==> src/rtl/fetch_pc_unit.sv <==
// fetch_pc_unit
// Instruction-fetch PC stage of the dual-issue pipeline. It holds one fetch
// PC per cycle and drives the 64-bit instruction SRAM for the word pair at
// PC/PC+4. It presents {discard_current_inst, ce, pc} to decode.
// Sequential fetch advances by 8. Exception redirects (flush) take priority
// over branch redirects (br_bus). A branch that arrives while the PC stage
// is stalled is buffered and applied on the first unstalled edge.
//
// Ports
//   clk              pipeline clock
//   rst              synchronous active-high reset
//   flush            exception/eret redirect; applies even when stalled
//   new_pc[31:0]     flush target
//   stall[5:0]       stall bus; stall[0] stops the PC stage
//   br_bus[32:0]     {br_e, br_addr} from decode, one cycle wide
//   if_to_id_bus     {discard_current_inst, ce, pc} to decode
//   inst_sram_en     fetch enable (= ce)
//   inst_sram_wen    tied to zero (read-only port)
//   inst_sram_addr   current fetch PC
//   inst_sram_wdata  tied to zero

module fetch_pc_unit #(
    parameter logic [31:0] RESET_PC = 32'hBFBF_FFF8
) (
    input  logic        clk,
    input  logic        rst,
    input  logic        flush,
    input  logic [31:0] new_pc,
    input  logic [5:0]  stall,
    input  logic [32:0] br_bus,
    output logic [33:0] if_to_id_bus,
    output logic        inst_sram_en,
    output logic [7:0]  inst_sram_wen,
    output logic [31:0] inst_sram_addr,
    output logic [63:0] inst_sram_wdata
);

    logic        br_e;
    logic [31:0] br_addr;
    logic        pc_stop;

    logic [31:0] pc_r;
    logic        ce_r;
    logic        pend_v;
    logic [31:0] pend_addr;

    assign br_e    = br_bus[32];
    assign br_addr = br_bus[31:0];
    assign pc_stop = stall[0];

    always_ff @(posedge clk) begin
        if (rst) begin
            pc_r      <= RESET_PC;
            ce_r      <= 1'b0;
            pend_v    <= 1'b0;
            pend_addr <= 32'h0;
        end else if (flush) begin
            pc_r   <= new_pc;
            ce_r   <= 1'b1;
            pend_v <= 1'b0;
        end else if (!pc_stop) begin
            ce_r   <= 1'b1;
            pend_v <= 1'b0;
            // A buffered redirect outranks a branch that shows up on the
            // release edge: the buffered one is older in program order.
            if (pend_v) begin
                pc_r <= pend_addr;
            end else if (br_e) begin
                pc_r <= br_addr;
            end else begin
                pc_r <= pc_r + 32'd8;
            end
        end else if (br_e && !pend_v) begin
            // Only the first redirect seen during a stall is kept. Later
            // ones come from instructions that the first one discards.
            pend_v    <= 1'b1;
            pend_addr <= br_addr;
        end
    end

    // The held pair is stale once a redirect is buffered. Decode drops both
    // slots while discard is high.
    assign if_to_id_bus    = {pend_v, ce_r, pc_r};
    assign inst_sram_en    = ce_r;
    assign inst_sram_wen   = 8'b0;
    assign inst_sram_addr  = pc_r;
    assign inst_sram_wdata = 64'b0;

endmodule

==> config.mk <==
export PLATFORM = sky130hd
export DESIGN_NAME = fetch_pc_unit
export DESIGN_NICKNAME = d
export VERILOG_FILES = /design/src/rtl/fetch_pc_unit.sv
export SDC_FILE = /design/constraint.sdc
export NUM_CORES = 1
export LEC_CHECK = 0
export BUFFER_PORTS_ARGS = -buffer_cell sky130_fd_sc_hd__buf_2
export CORE_MARGIN = 1.5
export CORE_UTILIZATION = 48
export CTS_CLUSTER_DIAMETER = 50
export DETAILED_ROUTE_END_ITERATION = 6
export GPL_TIMING_DRIVEN = 0
export MAX_ROUTING_LAYER = met4
export PLACE_DENSITY = 0.84
export SLEW_MARGIN = 20
export SYNTH_ARGS = -nofsm -noshare
export SYNTH_HDL_FRONTEND = slang
export SYNTH_SLANG_ARGS = --single-unit
==> constraint.sdc <==
create_clock -name clk -period 2 [get_ports clk]
set_input_delay 0.2 -clock clk [delete_from_list [all_inputs] [get_ports clk]]
set_output_delay 0.2 -clock clk [all_outputs]
set_load 0.01 [all_outputs]
==> Word level (Yosys, flattened, before mapping) <==
Cells that the tools add are included.
{ "totals": {"register_bits": 66, "inputBits": 74, "elab_cells": 18} }
{ "classes": {"addsub": 1, "n_eq_ne": 1, "mux": 6, "n_bitwise": 2, "n_reduce_logical": 4} }
{ "op_table": {"columns": ["cell", "count"], "rows": [
  ["two-way mux 32 bit", 4],
  ["adder 32 x 4 -> 32 bit (second input constant)", 1],
  ["AND reduction 3 bit", 1],
  ["OR reduction 3 bit", 1],
  ["two-way mux 1 bit", 2],
  ["inequality test 2 bit (second input constant)", 1],
  ["NOT 1 bit", 2],
  ["logical AND 1 bit", 1],
  ["logical NOT 1 bit", 1]
]} }

==> Depth between registers and ports, before layout <==
Gate-level depths: netlist of run 1.
{ "logic_depth": {"word_depth": 5, "mapped_depth": 8, "mapped_depth_nobuf": 6} }

==> Worst setup path before layout of run 1 <==
No wires, ideal clock.
{ "synth_path": {"path_kind": "flip-flop to flip-flop", "start": "reg pc_r[3] (netlist: inst_sram_addr[3])", "end": "reg pc_r[19] (netlist: inst_sram_addr[19])", "setup_ns": 0.057, "t_arrival_ns": 1.710, "path_slack_ns": 0.233, "stages_incl_launch_ff": 8, "n_path_buf": 1, "path_cell_list": "dfxtp_1 ha_1 and3_1 clkbuf_1 nand4_1 or3_1 nand3_1 a21o_1"} }
{ "synth_via": {"elab_chain_len": 5} }
{ "synth_lines": {"columns": ["item", "line_no", "rtl"], "rows": [
  ["start: declaration", "42", "logic [31:0] pc_r;"],
  ["start signal: assignment", "58", "pc_r <= new_pc;"],
  ["start signal: assignment", "67", "pc_r <= pend_addr;"],
  ["start signal: assignment", "69", "pc_r <= br_addr;"],
  ["adder 32 x 4 -> 32 bit", "71", "pc_r <= pc_r + 32'd8;"],
  ["two-way mux 32 bit", "68", "end else if (br_e) begin"],
  ["two-way mux 32 bit", "66", "if (pend_v) begin"],
  ["two-way mux 32 bit", "61", "end else if (!pc_stop) begin"],
  ["two-way mux 32 bit", "57", "end else if (flush) begin"]
]} }
Every way passes these cells. The select of a mux whose other input is x is not followed.
A chain may end at the register's enable or synchronous reset.

==> Worst setup path in the final report of run 1 <==
{ "layout_path": {"start": "reg pend_v", "end": "reg pc_r[11] (netlist: inst_sram_addr[11])"} }
{ "layout_via": {"elab_chain_len": 3} }
{ "layout_lines": {"columns": ["item", "line_no", "rtl"], "rows": [
  ["start: declaration", "44", "logic pend_v;"],
  ["start signal: assignment", "55", "pend_v <= 1'b0;"],
  ["start signal: assignment", "60", "pend_v <= 1'b0;"],
  ["start signal: assignment", "63", "pend_v <= 1'b0;"],
  ["two-way mux 32 bit", "66", null],
  ["two-way mux 32 bit", "61", null],
  ["two-way mux 32 bit", "57", null]
]} }
Every way passes these cells. The select of a mux whose other input is x is not followed.

==> results of run 1 <==
kinds of logic after synthesis:
logic type,share of synthesized area (%)
AO/OA/AOI/OAI,23.9
XOR/XNOR,0.571
adder cells (fa/ha/maj),0.272
buffers and inverters,22.6
flip-flops,28.7
multiplexers,1.09
other,0.0815
AND/OR/NAND/NOR,22.8
cell usage in the layout (no fill, tap or decap), types with 5 or more instances in the layout:
master,count
a211oi_1,8
a21oi_1,68
a221oi_1,8
a31oi_1,5
buf_2,140
buf_4,110
clkbuf_1,22
clkbuf_8,9
conb_1,72
dfxtp_1,64
inv_1,11
mux2i_1,5
nand2_1,98
nand2b_1,8
nand3_1,14
nand4_1,8
nor2_1,34
nor3_1,9
nor4_1,8
o211ai_1,7
o21ai_0,46
o311ai_0,5
o31a_1,5
o31ai_1,10
or3_1,11
state kept, by name, indices dropped and copies added (netlist names):
| register | flops |
|---|---|
| pend_addr | 32 |
| inst_sram_en | 1 |
| inst_sram_addr | 32 |
| pend_v | 1 |
through the flow:
stage               cell area [µm²]  cells  setup TNS [ns]
floorplan                      4870    701               0
global placement               5700    964         -0.0111
detailed placement             5700    964        -0.00873
CTS                            5940    979               0
global route                   5990    982        -0.00890
finish                         5990    982               0
critical path: stages, from the launching register on:
cell and delay [ns]:
dfxtp_1 0.33, clkbuf_4 0.19, clkbuf_1 0.24, o311ai_0 0.63
a21oi_1 0.09, o21ai_0 0.18, o211ai_1 0.11
repair_timing:
item | in CTS | in global routing
setup buffers | 0 | 2
pin swaps | 0 | 0
resized for setup | 0 | 17
setup endpoints to repair | 1 | 14
path summary, 6_finish.rpt:
check | startpoint | end | cells past startpoint
worst min register to register | pend_addr[17] | pend_addr[17] | 2
worst max-delay path | pend_v | inst_sram_addr[11] | 6
worst max register to register | pend_v | inst_sram_addr[11] | 6
worst min-delay path | new_pc[3] | inst_sram_addr[3] | 2
layer usage:
layer | GRT usage [%] | vias to the layer above | part of all wire, %
li1 | - | 2472 | -
met1 | 35.2 | 2306 | 38
met2 | 45.8 | 319 | 47
met3 | 6.66 | 46 | 11
met4 | 12.8 | 0 | 3.0
met5 | - | - | 0
report_power, final:
group / total (mW) / switching [mW] / internal [mW]
Clock: 1.42 / 0.589 / 0.828
Sequential: 1.50 / 0.107 / 1.39
Combinational: 1.05 / 0.584 / 0.467
Total: 3.97 / 1.28 / 2.69
cells in the mapped netlist, types with 2 or more instances:
library cell,number
o21ai_0,47
nor4_4,2
xor2_1,2
nand4_1,8
buf_6,2
nor2b_1,2
o311a_1,2
a31oi_1,5
clkbuf_1,25
dfxtp_1,66
nor3_1,9
o311ai_0,5
a221oi_1,9
nand2b_1,8
a211oi_1,8
mux2i_1,5
buf_4,108
a21oi_1,70
and3_1,2
o31ai_1,10
nand3_1,15
nand2_1,98
and4_1,3
inv_1,12
nor4_1,8
o211ai_1,7
nor2_1,34
o31a_1,5
and4_2,2
a211o_1,2
buf_1,3
a21o_1,4
or3_1,11
and2_1,4
o21a_1,2
buf_2,9
nor3b_1,2
cell type report:
class	instances	area, µm²
antenna	1	2.50
buffer	147	1000
clock buffer	9	124
clock inverter	7	118
fill	868	3290
inverter	12	48.8
multi-input combinational	475	2530
sequential	66	1320
tap	129	161
timing repair buffer	136	686
==> run_results.csv, run 1 <==
group,metric,value,unit
clock_network,htree_levels,3,
setup_path,r2r_setup_slack,0.10,ns
floorplanning,coreArea,9280,µm²
timing,finalCritPeriodShare,95.0,%
power,ir_worst_vdd,348,µV
synthesis,syn_inst,630,
drt,route.detailed.drc,0,
floorplanning,io_pins,213,
floorplanning,rows,35,
clock_network,cts_tree,"yes",
setup_path,critPathKind,"flop to flop",
timing,finalCriticalPeriod,1.90,ns
outcome,status,"finished, final reports clean",
grt,grt_max_degree,13,
floorplanning,die_height,101,µm
cells_and_area,finalCoreUtilization,64.6,%
synthesis,ys_warn_count,0,
place,pre_cts_slack,-0.00873,ns
grt,antenna_found_initial,1,
synthesis,synth_top_area_share,28.7,%
synthesis,synth.ff_latch_count,66,
setup_path,critPathRequiredTime,2.23,ns
hold_path,min_path_type,"input port to flop",
drt,num_vias,5143,
floorplanning,die_x,101,µm
drt,routed_via_density,5.24,
drt,ant_nets,0,
setup_path,worst_ep_arrival_time,2.12,ns
clock_network,cts_hold_buf,0,
power,p_per_area,662,nW/µm²
clock_network,insertion_delay,0.36,ns
synthesis,async_flop_share,0,%
setup_path,endpoint_kind,"flop",
synthesis,netlist_area,4600,µm²
cells_and_area,syn_to_final_growth,30.2,%
clock_network,cts.path.max_buffers,2,
grt,grt_pass1_wl,22.1,mm
timing,setup_viol,0,
setup_path,crit_path_start_kind,"flop",
timing,fin_hold_ws,0.0472,ns
power,p_leak,2.82,nW
floorplanning,dieArea,10200,µm²
clock_network,clock-sinks,66,
synthesis,yosysTopAreaCell,"dfxtp_1",
synthesis,synth.area.top_cells,"dfxtp_1, buf_4, nand2_1, a21oi_1, o21ai_0",
clock_network,clk_pin_slew_worst_paths,0.08,ns
timing,setup_ws,0.100,ns
timing,relSlewSlack,53.7,%
clock_network,clockRootBuffer,"clkbuf_8",
clock_network,numCtsBuffers,9,
setup_path,cp_max_fo,10,
drt,drt_first_pass_iters,5,
timing,max_freq,526,MHz
cells_and_area,drive_gt1_share,34.2,%
place,place_hpwl,10.8,mm
place,port_buffers,134,
drt,drtIter0Drc,485,
cells_and_area,nets,922,
floorplanning,start_util,49.6,%
timing,report.final.slew_viol_count,0,
drt,drt-wirelength-per-cell,14.9,µm
synthesis,synth_edf_count,0,
synthesis,ys.flop_type,"dfxtp_1",
timing,worstMarginPinSlew,0.686,ns
power,total_power,3.97,mW
drt,routed_wirelength,14.6,mm
timing,hold_viol,0,
synthesis,ys_seq_area_share,28.7,%
place,place_congestion,0.969,
grt,grt_pass1_vias,4559,
synthesis,synth.avg_cell_area,7.31,µm²
grt,track_usage,28.9,%
synthesis,ys_types,51,
grt,grt_overflow_total,0,
timing,clock_skew,0.00815,ns
run,drv_cap,0,
(Power assumes the default switching activity.)
==> run 2, diff against run 1 <==
- CORE_MARGIN: 1.5 -> default
==> run_results.csv, run 2 (synthesis results as in run 1) <==
group,metric,value,unit
outcome,status,"finished, final reports clean",
clock_network,cts_tree,"yes",
power,ir_worst_vdd,317,µV
drt,routed_wirelength,14.0,mm
cells_and_area,final_cell_mix,"buf_2, buf_4, nand2_1",
drt,num_vias,5098,
clock_network,numCtsBuffers,9,
setup_path,worst_ep_arrival_time,2.22,ns
timing,setup_tns,0,ns
drt,drtIter0Drc,404,
clock_network,htree_levels,3,
clock_network,clockRootBuffer,"clkbuf_8",
timing,max_freq,514,MHz
place,pre_cts_slack,-0.0274,ns
setup_path,critPathKind,"flop to flop",
place,place_hpwl,10.7,mm
cells_and_area,nets,920,
timing,hold_viol,0,
setup_path,endpoint_kind,"flop",
clock_network,insertion_delay,0.35,ns
place,place_congestion,0.924,
cells_and_area,finalCoreUtilization,64.0,%
cells_and_area,stdcell_area,5940,µm²
timing,fin_hold_ws,0.0655,ns
place,placed_cell_area,5700,µm²
timing,setup_viol,0,
place,dp_cells,964,
timing,clock_skew,0.00948,ns
power,p_leak,2.79,nW
floorplanning,start_util,49.6,%
grt,track_usage,28.4,%
setup_path,cp_max_fo,10,
grt,antenna_found_initial,0,
drt,routed_via_density,5.21,
clock_network,clock-sinks,66,
grt,grt_pass1_vias,4244,
setup_path,critPathRequiredTime,2.27,ns
floorplanning,die_x,99.9,µm
timing,worstMarginPinSlew,0.659,ns
clock_network,cts_setup_buffers,0,
cells_and_area,final_cell_count_no_fill,979,
cells_and_area,drive_gt1_share,33.8,%
timing,relSlewSlack,55.5,%
hold_path,min_path_type,"input port to flop",
floorplanning,coreArea,9280,µm²
floorplanning,die_height,99.9,µm
floorplanning,io_pins,213,
drt,drt_first_pass_iters,6,
floorplanning,dieArea,9990,µm²
drt,ant_nets,0,
run,drv_cap,0,
clock_network,cts.path.max_buffers,2,
timing,finalCriticalPeriod,1.95,ns
drt,route.detailed.drc,0,
clock_network,clk_pin_slew_worst_paths,0.08,ns
setup_path,crit_path_start_kind,"flop",
timing,setup_ws,0.0549,ns
cells_and_area,syn_to_final_growth,29.1,%
grt,grt_max_degree,13,
drt,drt-wirelength-per-cell,14.3,µm
timing,finalCritPeriodShare,97.3,%
floorplanning,rows,35,
grt,grt_overflow_total,0,
timing,report.final.slew_viol_count,0,
clock_network,cts_hold_buf,0,
power,p_per_area,639,nW/µm²
place,port_buffers,134,
cells_and_area,antenna_cells,0,
cells_and_area,final_common_cell,"buf_2",
grt,grt_pass1_wl,21.4,mm
power,total_power,3.80,mW
## run 2: critical path: stages (launching register included)
cell and delay, ns:
dfxtp_1 0.32, buf_2 0.17, inv_1 0.26, clkbuf_1 0.45, o21ai_0 0.37, o31ai_1 0.29
## run 2: final timing paths
check	from	endpoint	slack (ns)	depth (start not counted)
max reg2reg	pend_v	inst_sram_addr[25]	0.05	5
min reg2reg	pend_addr[22]	pend_addr[22]	0.45	2
max	pend_v	inst_sram_addr[25]	0.05	5
min	new_pc[24]	inst_sram_addr[24]	0.07	3
## run 2: repair_timing
action | CTS | global route
pin swaps | 0 | 0
gates resized for setup | 0 | 14
endpoints found under the setup margin | 1 | 13
## run 2: layout make-up
class                      instances  area, µm²
fill                             873       3340
multi-input combinational        475       2520
sequential                        66       1320
buffer                           147        998
timing repair buffer             134        671
tap                              129        161
clock buffer                       9        124
clock inverter                     7       93.8
inverter                          12       45.0
## run 2: per-layer routing
| metal | wire [µm] | up-vias | part of all wire (%) | GRT usage, % |
|---|---|---|---|---|
| met2 | 6580 | 315 | 47 | 46.0 |
| met5 | 0 | - | 0 | - |
| met3 | 1560 | 42 | 11 | 4.81 |
| met1 | 5480 | 2276 | 39 | 35.8 |
| li1 | - | 2465 | - | - |
| met4 | 352 | 0 | 2.5 | 9.62 |
## run 2: where the power goes
part           internal, mW  switching [mW]  leakage, nW  total (mW)
Combinational         0.464           0.577         2.14        1.04
Clock                 0.699           0.556        0.105        1.25
Sequential             1.39           0.107        0.543        1.50
